`config.mk`:
```
export PLATFORM = sky130hd
export DESIGN_NAME = lane_traffic_monitor
export DESIGN_NICKNAME = d
export VERILOG_FILES = /design/src/rtl/lane_traffic_monitor_pkg.sv /design/src/rtl/lane_traffic_monitor_lane_queue_counter.sv /design/src/rtl/lane_traffic_monitor.sv
export SDC_FILE = /design/constraint.sdc
export NUM_CORES = 1
export LEC_CHECK = 0
export ABC_CLOCK_PERIOD_IN_PS = 10600
export BUFFER_PORTS_ARGS = -buffer_cell sky130_fd_sc_hd__buf_2
export CORE_MARGIN = 4
export CORE_UTILIZATION = 56
export DETAILED_ROUTE_END_ITERATION = 8
export PLACE_DENSITY_LB_ADDON = 0.12
export RECOVER_POWER = 100
export SYNTH_ARGS = -nofsm -noshare
export SYNTH_HDL_FRONTEND = slang
export SYNTH_SLANG_ARGS = --single-unit
```
`constraint.sdc`:
```
create_clock -name clk -period 10.6 [get_ports clk]
set_clock_uncertainty 0.1 [all_clocks]
set_input_delay 0 -clock clk [delete_from_list [all_inputs] [get_ports clk]]
set_output_delay 0 -clock clk [all_outputs]
set_load 0.05 [all_outputs]
```
`src/rtl/lane_traffic_monitor_pkg.sv`:
```
// Shared types for the lane traffic monitor: emergency FSM encoding, lane
// index constants and the round-robin pick helper.
package lane_traffic_monitor_pkg;

    localparam int NUM_LANES = 8;

    typedef enum logic [1:0] {
        ST_IDLE    = 2'b00,
        ST_GRANT   = 2'b01,
        ST_RELEASE = 2'b10
    } emg_state_e;

    localparam int LANE_W1 = 0;
    localparam int LANE_W2 = 1;
    localparam int LANE_N1 = 2;
    localparam int LANE_N2 = 3;
    localparam int LANE_E1 = 4;
    localparam int LANE_E2 = 5;
    localparam int LANE_S1 = 6;
    localparam int LANE_S2 = 7;

    // First requesting lane at index >= ptr, wrapping past S2 back to W1.
    function automatic logic [2:0] rr_pick(input logic [7:0] req, input logic [2:0] ptr);
        logic [2:0] idx;
        logic       found;
        rr_pick = ptr;
        found   = 1'b0;
        for (int off = 0; off < NUM_LANES; off++) begin
            idx = ptr + 3'(off);
            if (!found && req[idx]) begin
                rr_pick = idx;
                found   = 1'b1;
            end
        end
    endfunction

endpackage

```
`src/rtl/lane_traffic_monitor_lane_queue_counter.sv`:
```
// One lane's vehicle queue: saturating arrival counter drained by one vehicle
// every DEPART_TICKS cycles of green.
module lane_queue_counter #(
    parameter int CNT_W        = 8,
    parameter int DEPART_TICKS = 4
) (
    input  logic             clk,
    input  logic             rst,
    input  logic             i_inc,
    input  logic             i_green,
    output logic [CNT_W-1:0] o_count
);

    localparam int TW = (DEPART_TICKS > 1) ? $clog2(DEPART_TICKS) : 1;

    logic [TW-1:0]    r_timer;
    logic [CNT_W-1:0] r_count;
    logic             w_tick_end;
    logic             w_dec;

    assign w_tick_end = (r_timer == TW'(DEPART_TICKS - 1));
    assign w_dec      = i_green & w_tick_end & (r_count != '0);

    always_ff @(posedge clk) begin
        if (!rst) begin
            r_timer <= '0;
            r_count <= '0;
        end else begin
            // Going red throws away any partial departure interval.
            if (i_green) begin
                r_timer <= w_tick_end ? '0 : r_timer + 1'b1;
            end else begin
                r_timer <= '0;
            end

            case ({i_inc, w_dec})
                2'b10: begin
                    if (r_count != '1) begin
                        r_count <= r_count + 1'b1;
                    end
                end
                2'b01:   r_count <= r_count - 1'b1;
                default: r_count <= r_count;
            endcase
        end
    end

    assign o_count = r_count;

endmodule

```
`src/rtl/lane_traffic_monitor.sv`:
```
// Per-lane queue counts plus round-robin emergency request arbitration.
// Define LANE_MONITOR_EMG_TIMEOUT_EN to release a grant after EMG_HOLD_MAX cycles.
module lane_traffic_monitor
    import lane_traffic_monitor_pkg::*;
#(
    parameter int LANES        = 8,
    parameter int CNT_W        = 8,
    parameter int DEPART_TICKS = 4,
    parameter int EMG_HOLD_MAX = 64
) (
    input  logic                   clk,
    input  logic                   rst,
    input  logic [LANES-1:0]       arrive,
    input  logic [LANES-1:0]       emgArrive,
    input  logic [LANES-1:0]       lightOut,
    input  logic                   emgClear,
    output logic [LANES*CNT_W-1:0] laneCount,
    output logic                   emgSignal,
    output logic [LANES-1:0]       emgLane,
    output logic [LANES-1:0]       emgPending,
    output logic [1:0]             dbgState
);

    if (LANES != NUM_LANES || DEPART_TICKS < 1 || EMG_HOLD_MAX < 1) begin : g_bad_cfg
        $error("lane_traffic_monitor: unsupported parameter set");
    end

    // Queue counters, one per lane
    for (genvar gi = 0; gi < LANES; gi++) begin : g_lane
        lane_queue_counter #(
            .CNT_W       (CNT_W),
            .DEPART_TICKS(DEPART_TICKS)
        ) u_cnt (
            .clk    (clk),
            .rst    (rst),
            .i_inc  (arrive[gi] | emgArrive[gi]),
            .i_green(lightOut[gi]),
            .o_count(laneCount[gi*CNT_W +: CNT_W])
        );
    end

    emg_state_e       r_state;
    logic             r_sig;
    logic [LANES-1:0] r_lane;
    logic [LANES-1:0] r_pending;
    logic [2:0]       r_ptr;

    logic [2:0]       w_pick;
    logic [LANES-1:0] w_pick_oh;
    logic [LANES-1:0] w_grant_clr;
    logic             w_release;

    assign w_pick      = rr_pick(r_pending, r_ptr);
    assign w_pick_oh   = LANES'(1) << w_pick;
    assign w_grant_clr = (r_state == ST_IDLE && r_pending != '0) ? w_pick_oh : '0;

`ifdef LANE_MONITOR_EMG_TIMEOUT_EN
    localparam int HW = (EMG_HOLD_MAX > 1) ? $clog2(EMG_HOLD_MAX) : 1;

    logic [HW-1:0] r_hold;
    logic          w_hold_end;

    assign w_hold_end = (r_hold == HW'(EMG_HOLD_MAX - 1));
    assign w_release  = emgClear | w_hold_end;

    always_ff @(posedge clk) begin
        if (!rst) begin
            r_hold <= '0;
        end else if (r_state != ST_GRANT) begin
            r_hold <= '0;
        end else if (!w_hold_end) begin
            r_hold <= r_hold + 1'b1;
        end
    end
`else
    assign w_release = emgClear;
`endif

    always_ff @(posedge clk) begin
        if (!rst) begin
            r_state   <= ST_IDLE;
            r_sig     <= 1'b0;
            r_lane    <= '0;
            r_pending <= '0;
            r_ptr     <= 3'(LANE_W1);
        end else begin
            // A fresh request on the granted lane re-arms it for a later turn.
            r_pending <= (r_pending & ~w_grant_clr) | emgArrive;
            case (r_state)
                ST_IDLE: begin
                    if (r_pending != '0) begin
                        r_state <= ST_GRANT;
                        r_sig   <= 1'b1;
                        r_lane  <= w_pick_oh;
                        r_ptr   <= (w_pick == 3'(LANE_S2)) ? 3'(LANE_W1) : w_pick + 3'd1;
                    end
                end
                ST_GRANT: begin
                    if (w_release) begin
                        r_state <= ST_RELEASE;
                        r_sig   <= 1'b0;
                        r_lane  <= '0;
                    end
                end
                ST_RELEASE: begin
                    r_state <= ST_IDLE;
                end
                default: begin
                    r_state <= ST_IDLE;
                    r_sig   <= 1'b0;
                    r_lane  <= '0;
                end
            endcase
        end
    end

    assign emgSignal  = r_sig;
    assign emgLane    = r_lane;
    assign emgPending = r_pending;
    assign dbgState   = r_state;

endmodule
```
; After elaboration in Yosys (flattened, before gate mapping)
; Cells that the tools add are included.
[word_totals]
in_bits = 27
word_cells = 253
regBits = 102
out_inout_bits = 83
[op_classes]
order_cmp = 8
bitwise_logic = 37
n_reduce_logical = 52
muxes = 57
n_shift = 1
addsub = 32
n_eq_ne = 45
[op_table]
columns = operator, n
row1 = case mux 8 bit (2 select lines), 8
row2 = 2-to-1 mux 8 bit, 11
row3 = nonzero test 8 bit, 9
row4 = adder 8 x 1 -> 8 bit (second input constant), 8
row5 = != test 8 bit (second input constant), 8
row6 = subtractor 8 x 1 -> 8 bit (second input constant), 8
row7 = == test 2 bit (second input constant), 17
row8 = less-than comparator 3 x 4 -> 1 bit (second input constant), 8
row9 = binary-select mux 1 bit (select 3 bit), 8
row10 = 2-to-1 mux 3 bit, 8
row11 = case mux 8 bit (3 select lines), 1
row12 = OR reduction 3 bit, 8
row13 = AND reduction 2 bit, 10
row14 = == test 2 x 1 -> 1 bit (second input constant), 9
row15 = != test 2 x 1 -> 1 bit (second input constant), 9
row16 = 2-to-1 mux 1 bit, 17
row17 = adder 2 x 1 -> 2 bit (second input constant), 8
row18 = AND 1 bit, 16
row19 = nonzero test 2 bit, 8
row20 = adder 3 bit (second input constant), 4
row21 = NOT 1 bit, 10
row22 = AND 8 bit, 1
row23 = logical AND 1 bit, 8
row24 = NOT 8 bit, 1
row25 = other kinds (13), 29

; Logic depth before layout (Yosys ltp)
; Gate-level depths: netlist (run 1).
[depth]
word_depth = 29
ltp_mapped = 17
mapped_depth_nobuf = 14

; Modules after synthesis
; Synthesis (run 1) repeated with hierarchy kept, for this count alone.
[hier_totals]
hier_cells = 858
hier_area_um2 = 7552.2
[by_module_without_submodules]
columns = module, n_inst, area_per_inst_um2, cells_per_inst, seq_area_each_um2
row1 = lane_queue_counter, 8, 726.9, 83, 200.2
row2 = lane_traffic_monitor, 1, 1736.7, 194, 440.4

; Least setup slack after synthesis (run 1)
; No wires, ideal clock.
[synth_timing]
kind = register to register
start = register r_ptr[1]
end = register r_pending[0], in the netlist emgPending[0]
required_ns = 10.408
stages_incl_launch_ff = 17
path_buffers = 3
synth_period_minus_slack_ns = 4.003
slack_ns = 6.597
setup_time_ns = 0.092
arrival_time_ns = 3.811
path_cell_list = dfxtp_1 clkbuf_1 clkbuf_1 inv_1 ha_1 buf_6 mux2_4 mux4_2 o32a_4 nand2b_4 o21ai_1 xnor2_1 inv_1 ha_1 nand2_1 nor4_1 nor4_1
[synth_via]
elab_chain_len = 29
word_cells_on_any_way = 56
classes_between = 7 x add/sub / 1 x shift / 31 x mux / 3 x bitwise / 14 x reduce/logical
[synth_lines]
columns = item, line
row1 = start: declaration, lane_traffic_monitor.sv:46  ; logic [2:0] r_ptr;
row2 = start signal: assignment, lane_traffic_monitor.sv:85  ; r_ptr <= 3'(LANE_W1);
row3 = start signal: assignment, lane_traffic_monitor.sv:95  ; r_ptr <= (w_pick == 3'(LANE_S2)) ? 3'(LANE_W1) : w_pick + 3'd1;
row4 = branches (longest 23 deep; another with adder 3 x 1 -> 3 bit), --
row5 = 2-to-1 mux 3 bit *, lane_traffic_monitor_pkg.sv:30  ; if (!found && req[idx]) begin
row6 = left shift 1 x 3 -> 8 bit *, lane_traffic_monitor.sv:54  ; assign w_pick_oh = LANES'(1) << w_pick;
row7 = 2-to-1 mux 8 bit *, lane_traffic_monitor.sv:55  ; assign w_grant_clr = (r_state == ST_IDLE && r_pending != '0) ? w_pick_oh : '0;
row8 = NOT 8 bit *, lane_traffic_monitor.sv:88  ; r_pending <= (r_pending & ~w_grant_clr) | emgArrive;
row9 = AND 8 bit *, lane_traffic_monitor.sv:88
row10 = bitwise OR 8 bit *, lane_traffic_monitor.sv:88
row11 = end signal: assignment, lane_traffic_monitor.sv:88
row12 = end: declaration, lane_traffic_monitor.sv:45  ; logic [LANES-1:0] r_pending;
; Every way passes the cells marked *. The select of a mux whose other input is x is not followed.
; A chain may end at the register's enable or synchronous reset.

; Worst setup path after layout (run 1)
[layout_timing]
start = register r_ptr[1]
end = register r_pending[3], in the netlist emgPending[3]
; The elaborated chain is that of the path after synthesis.

==> run metrics, run 1 <==
Starting DRT DRC Count=336; syn avg cell area=8.235 µm²; clk slew on worst S/H paths=0.07 ns; die extent in y=120.2 µm; vias in the first global route=6097; final worst slack=5.885 ns; Netlist cell types=54; die width=120.2 µm; I/O pins=110; Post-Synthesis Cells=856; max_slew headroom=-103.6%; Critical Path Source=r_ptr[1]$_SDFFE_PN0P_; Storage cell area=2042 µm²; Die Area=14450 µm²; NetSw=646.2 µW; global-route wire length before repair=28.76 mm; Clk Tree Root Cell=clkbuf_16; Area Overhead vs Synth=16.22%; Worst VDD drop=99.37 µV; Final Hold Viols=0; drt first pass iters=5; violated checks=capacitance limit, slew limit; fin crit period=4.715 ns; CP Data Arrival Time=4.72 ns; final-report max-slew violation count=64; drt drc=0; critical-path cell list=inv_1 -> ha_1 -> mux2_1 -> mux4_2 -> o32a_1 -> nand2b_1 -> o21ai_0 -> xnor2_1 -> ha_1 -> ha_1 -> nand2_1 -> a21oi_1 -> nor2_1; Setup WS pre-CTS=6.193 ns; kind of end point of the critical path=flop; cell mode on critical path=ha_1; share of cells above drive strength 1=8.999%; Logic pwr share=45.7%; Routed WL per cell=14.55 µm; via/cell ratio=5.633; Clk pwr share=22.8%; #FFs+latches synth=102; total power=1.523 mW; dpl hpwl=12.07 mm; gr usage total=23.73%; final instance area=8193 µm²; Placement Cell Area=7751 µm²; ys async rst share=0%; max_cap viols=1; H-tree depth=3; total CTS buffers=9; Seq/Total Area, Yosys=28.97%; routability cong.=0.8929; cell area power density=185.9 nW/µm²; most common flop cell mapped by yosys=dfxtp_1; Sink Count=102; critical path class=reg2reg; synthesized cell area=7049 µm²; hold slack=0.1507 ns; Clock Latency Late Sink=0.35 ns; Post-CTS Repair Setup Buffers=0; multi-input logic area=4671 µm²; Tcrit/Tclk final=44.48%; Achievable Freq=0.2121 GHz; initial antenna violation count=0; Nets=1083; setup TNS=0 ns; # fillers=1100; WP data required=10.61 ns; critical path's slowest cell=dfxtp_1; status=complete, but fails checks; unrepaired setup endpoints after global routing=no; row cnt=40; Antenna Nets Post-Route=0; vias=6517; switching share of power=42.43%; n_diodes=0; global route overflow=0; CTS Buffer Depth=2; Post-Syn Nets=955; core footprint=12160 µm²; DRT Wirelength=16.83 mm; Setup violations, final=0; initial cell density of the core=57.96%; measured slew at the worst slew-check pin=3.055 ns; largest fanout on the critical path=17; R2R Path Start=r_ptr[1]$_SDFFE_PN0P_; Yosys Warn Count=0; Leakage=3.217 nW; CTS tree=yes; CP max stage delay=0.78 ns; Post-synth EDFFs=0; HP Class=in2reg; Buffers on Ports=109; Worst Hold Launch=arrive[2]; largest net degree at the start of global routing=64; Power Internal=876.7 µW; startpoint types=flop; Seq pwr share=31.5%
==> synthesized netlist by cell type (4+ instances only) <==
library cell  instances  area share [%]
or3_1                11            0.98
nor3b_1              33             3.5
or3b_2                8            0.99
o21ai_0              43             3.1
nor4_1               24             2.1
a21boi_0              9            0.96
nor2b_1              10            0.89
xnor2_1              35             4.3
nand4_1              20             1.8
mux2i_1               6            0.85
o21a_1               19             2.0
a2111oi_0             8            0.99
a21oi_1              86             6.1
mux4_2               12             3.8
nand2_1             109             5.8
fa_1                  8             2.3
inv_1                55             2.9
nor2_1               53             2.8
dfxtp_1             102              29
or2_2                14             1.2
mux2_2                4            0.64
o22ai_1              11            0.98
a211oi_1              9            0.96
o211ai_1              4            0.43
a21o_1               11             1.2
ha_1                 64              11
nor3_1               27             1.9
clkbuf_1             21             1.1
==> per-stage QoR <==
stage / cells / utilization [%]
after detailed placement: 1114 / 63.73
after floorplan: 856 / -
after global placement: 1114 / 63.73
after CTS: 1157 / 68.49
final: 1157 / 67.37
after global routing: 1157 / 67.37
==> final timing paths <==
path | to | slack [ns] | cells past startpoint
max | emgPending[3]$_SDFF_PN0_ | 5.88 | 13
min reg2reg | g_lane[5].u_cnt.r_timer[0]$_SDFF_PP0_ | 0.33 | 1
max reg2reg | emgPending[3]$_SDFF_PN0_ | 5.88 | 13
min | g_lane[2].u_cnt.o_count[1]$_SDFFE_PN0P_ | 0.15 | 5
==> sequential cells by signal, summed over array words and instances, names as in the netlist <==
| signal | cells |
|---|---|
| emgLane | 8 |
| dbgState | 2 |
| emgSignal | 1 |
| emgPending | 8 |
| r_ptr | 3 |
| g_lane.u_cnt.o_count | 64 |
| g_lane.u_cnt.r_timer | 16 |
==> power by group through the flow <==
stage	Sequential (mW)	Combinational [mW]	Clock, mW
floorplan	0.557	0.489	0
global placement	0.484	0.693	0
detailed placement	0.486	0.701	0
CTS	0.478	0.715	0.353
global route	0.488	0.765	0.371
finish	0.480	0.696	0.347
==> logic make-up (layout without fill, tap and decap cells) <==
group	after synthesis	in the layout	synth area share, %
flip-flops	102	102	28.97
adder cells (fa/ha/maj)	72	72	13.63
buffers and inverters	83	216	4.562
multiplexers	25	25	5.964
AO/OA/AOI/OAI	218	218	19.13
AND/OR/NAND/NOR	319	319	23.15
XOR/XNOR	37	37	4.597
==> repair_timing <==
| action | 4_1_cts | 5_1_grt |
|---|---|---|
| hold endpoints to repair | 26 | 0 |
| resized for setup | 0 | 0 |
| hold buffers | 27 | 0 |
==> layout by cell type (no fill, tap or decap), types with 20 or more instances in the layout <==
cell type,Yosys,routed
nor4_1,24,24
xnor2_1,35,35
nand2_1,109,109
nor3b_1,33,33
nor2_1,53,53
nor3_1,27,27
dlygate4sd3_1,0,27
ha_1,64,64
clkbuf_1,21,87
buf_2,2,25
inv_1,55,56
dfxtp_1,102,102
o21ai_0,43,44
nand4_1,20,20
a21oi_1,86,86
==> worst max-delay path: cells and delay by family (launching register included) <==
kind | cells | cell delay, ns
mux | 2 | 0.86
simple gates | 3 | 0.40
buf+inv | 1 | 0.15
xor+xnor | 1 | 0.21
flops | 1 | 0.78
fa+ha+maj | 3 | 1.06
compound gates | 3 | 0.90
==> final cells by class <==
cell class                      instances  share of cell area (%)
Tap cell                              168                   2.566
Sequential cell                       102                   24.92
Clock inverter                          6                  0.8400
Multi-Input combinational cell        671                   57.01
Clock buffer                           10                   2.917
Inverter                               58                   2.657
Timing Repair Buffer                  142                   9.087
==> metal layers <==
| metal | GRT usage, % | vias to the layer above | wire length [µm] |
|---|---|---|---|
| met5 | 0 | - | 0 |
| met1 | 33.17 | 3017 | 7967 |
| met4 | 5.082 | 0 | 143 |
| met2 | 38.11 | 141 | 7777 |
| li1 | - | 3346 | - |
| met3 | 4.818 | 13 | 945 |
Power figures use the tool's default switching activity.
==> inputs of run 2 (changes only) <==
--- a/config.mk
+++ b/config.mk
@@ -5,7 +5,8 @@
 export SDC_FILE = /design/constraint.sdc
 export NUM_CORES = 1
 export LEC_CHECK = 0
-export ABC_CLOCK_PERIOD_IN_PS = 10600
+export ABC_AREA = 1
+export ABC_CLOCK_PERIOD_IN_PS = 4350
 export BUFFER_PORTS_ARGS = -buffer_cell sky130_fd_sc_hd__buf_2
 export CORE_MARGIN = 4
 export CORE_UTILIZATION = 56
==> constraint.sdc (replaced) <==
create_clock -name clk -period 4.35 [get_ports clk]
set_clock_uncertainty 0.1 [all_clocks]
set_input_delay 0 -clock clk [delete_from_list [all_inputs] [get_ports clk]]
set_output_delay 0 -clock clk [all_outputs]
set_load 0.05 [all_outputs]
==> run 2 against run 1 <==
  * The run still ends with capacitance limit, slew limit left
  * Sequential share of layout area rose by 2.4 points
  * Final area down 8.8%
  * Hold slack got worse by 0.11 ns
  * Setup slack worse by 5.2 ns
  * Non-clock buffer count fell by 15
  * Largest cell class unchanged
  * Clock power increased by 120%
  * Synthesized area is 7.6% lower
  * Clock-buffer cell count unchanged
  * Die area down 7.1%
==> run metrics, run 2 <==
status=complete, but fails checks; violated checks=capacitance limit, slew limit; dpl cells=1103; largest net degree at the start of global routing=72; syn avg cell area=7.457 µm²; Buffers on Ports=109; measured slew at the worst slew-check pin=2.822 ns; adder-cell area share of the yosys netlist=14.76%; share of the synthesized area in the top cell type=31.37%; Final Hold Viols=0; Worst VDD drop=345.0 µV; global-route wire length before repair=25.32 mm; DRT Wirelength=15.08 mm; top-count cell post-synth=a21oi_1; drt drc=0; max_cap viols=1; switching share of power=46.88%; Largest register FFs=64; n_diodes=0; WP data required=4.52 ns; mux share of post-synthesis cell area=0%; CTS Buffer Depth=2; NetSw=1.731 mW; Logic pwr share=47.2%; Antenna Nets Post-Route=0; initial cell density of the core=57.01%; most frequent cells in the layout=a21oi_1, nand2_1, dfxtp_1, inv_1, o21ai_0; startpoint types=flop; Setup WS pre-CTS=0.7994 ns; Clock Latency Late Sink=0.35 ns; core footprint=11420 µm²; cell taking the most area after synthesis=dfxtp_1; die width=115.8 µm; worst reg-to-reg setup slack=0.67 ns; Post-Synthesis Cells=873; leading cell type in the layout, fill and taps excluded=a21oi_1; post_cts resized=0; most common flop cell mapped by yosys=dfxtp_1; post-synthesis compound-gate area fraction=20.22%; Area Overhead vs Synth=14.80%; Post-Synth Simple-Gate Area=20.53%; multi-input logic area=3969 µm²; row cnt=39; unrepaired setup endpoints after global routing=no; Clk pwr share=21.0%; drt first pass iters=4; die extent in y=115.8 µm; final-report max-slew violation count=72; Routed WL per cell=13.27 µm; Post-synth EDFFs=0; Synth area leaders=dfxtp_1, ha_1, a21oi_1; #FFs+latches synth=102; global route overflow=0; Yosys Warn Count=0; Seq pwr share=31.7%; initial antenna violation count=0; Power Internal=1.961 mW; synthesized cell area=6510 µm²; cell area power density=494.0 nW/µm²; Tcrit/Tclk final=84.52%; critical path class=reg2reg; Setup violations, final=0; kind of end point of the critical path=flop; setup TNS=0 ns; Netlist cell types=38; final worst slack=0.6735 ns; Post-Syn Nets=972; ys async rst share=0%; Nets=1087; Storage cell area=2042 µm²; HP Class=in2reg; I/O pins=110; H-tree depth=3; CP Data Arrival Time=3.85 ns; via/cell ratio=5.385; Synth Area in XOR/XNOR=5.651%; Seq/Total Area, Yosys=31.37%; Die Area=13410 µm²; clk slew on worst S/H paths=0.07 ns; vias=6117; Starting DRT DRC Count=378; Leakage=3.264 nW; routability cong.=0.8849; Post-CTS Repair Setup Buffers=0; CTS tree=yes; share of cells above drive strength 1=6.949%; Sink Count=102; largest fanout on the critical path=11; post-route insts no fill=1136; Clk Tree Root Cell=clkbuf_16; fin crit period=3.676 ns; largest family of logic cells by synthesized area=simple AND/OR/NAND/NOR gates; Post-synth top cells=a21oi_1, nand2_1, dfxtp_1; dpl hpwl=10.99 mm; vias in the first global route=5385; # fillers=1091; max_slew headroom=-88.15%; total CTS buffers=9; gr usage total=23.13%; Achievable Freq=0.2720 GHz
## run 2: changes by cell type after synthesis, sizes merged, moves of 12 or more
cell / previous run / this run
o21ai: 46 / 98
nand3: 0 / 46
inv: 58 / 101
a21oi: 86 / 123
nor3b: 33 / 0
nor3: 27 / 2
nand2: 109 / 127
o21a: 19 / 1
xor2: 2 / 19
mux4: 12 / 0
xnor2: 35 / 23
## run 2: per-layer routing
layer | track usage (%) | part of all wire [%] | vias up
met5 | 0 | 0 | -
met4 | 7.425 | 2.2 | 0
met3 | 4.648 | 5.0 | 26
met2 | 36.36 | 45 | 130
met1 | 32.05 | 48 | 2736
li1 | - | - | 3225
## run 2: critical path: stages (launching register included)
cell and delay (ns):
dfxtp_1 0.51, inv_2 0.19, ha_1 0.44, inv_1 0.17, nand3_1 0.12, nand2_1 0.10, nand2_1 0.05, nand2_1 0.09
nand2_1 0.08, clkinv_2 0.09, nand4_4 0.09, nor2_4 0.14, nand3_1 0.11, nand4_1 0.10, xor2_1 0.31, inv_1 0.11
ha_1 0.24, ha_1 0.27, o21ai_0 0.07, a21oi_1 0.22
## run 2: through the flow
stage	cell area [µm²]	total power, mW	utilization [%]	hold slack [ns]
final	7473	3.692	65.45	0.03928
after global routing	7473	4.003	65.45	0.05099
after CTS	7594	3.742	66.50	0.02670
after detailed placement	7139	2.944	62.52	0.1504
after global placement	7139	2.933	62.52	0.1466
after floorplan	6510	2.592	-	0.01743
## run 2: area by class of cell
| cell class | instances | area share (%) |
|---|---|---|
| Clock buffer | 10 | 3.198 |
| Clock inverter | 6 | 0.6027 |
| Inverter | 102 | 5.140 |
| Multi-Input combinational cell | 646 | 53.11 |
| Sequential cell | 102 | 27.32 |
| Tap cell | 143 | 2.394 |
| Timing Repair Buffer | 127 | 8.237 |
## run 2: what timing repair did
item / CTS / global route
hold endpoints to repair: 25 / 0
hold buffers: 17 / 0
setup endpoints to repair: 0 / 0
## run 2: kinds of logic after synthesis
| kind of cell | Yosys count |
|---|---|
| buffers and inverters | 125 |
| flip-flops | 102 |
| AO/OA/AOI/OAI | 247 |
| adder cells (fa/ha/maj) | 72 |
| AND/OR/NAND/NOR | 285 |
| XOR/XNOR | 42 |
## run 2: final timing paths
| check | startpoint | end | cells after the start |
|---|---|---|---|
| setup / recovery | r_ptr[0]$_SDFFE_PN0P_ | r_ptr[2]$_SDFFE_PN0P_ | 19 |
| hold reg to reg | g_lane[7].u_cnt.r_timer[0]$_SDFF_PP0_ | g_lane[7].u_cnt.r_timer[0]$_SDFF_PP0_ | 1 |
| hold / removal | arrive[0] | g_lane[0].u_cnt.o_count[1]$_SDFFE_PN0P_ | 5 |
| setup reg to reg | r_ptr[0]$_SDFFE_PN0P_ | r_ptr[2]$_SDFFE_PN0P_ | 19 |
## run 2: power groups by stage
| stage | registers [mW] | clock network, mW | logic [mW] |
|---|---|---|---|
| 2_1_floorplan | 1.43 | 0 | 1.16 |
| 3_3_place_gp | 1.19 | 0 | 1.75 |
| 3_5_place_dp | 1.19 | 0 | 1.76 |
| 4_1_cts | 1.17 | 0.796 | 1.78 |
| 5_1_grt | 1.19 | 0.835 | 1.98 |
| 6_report | 1.17 | 0.777 | 1.74 |
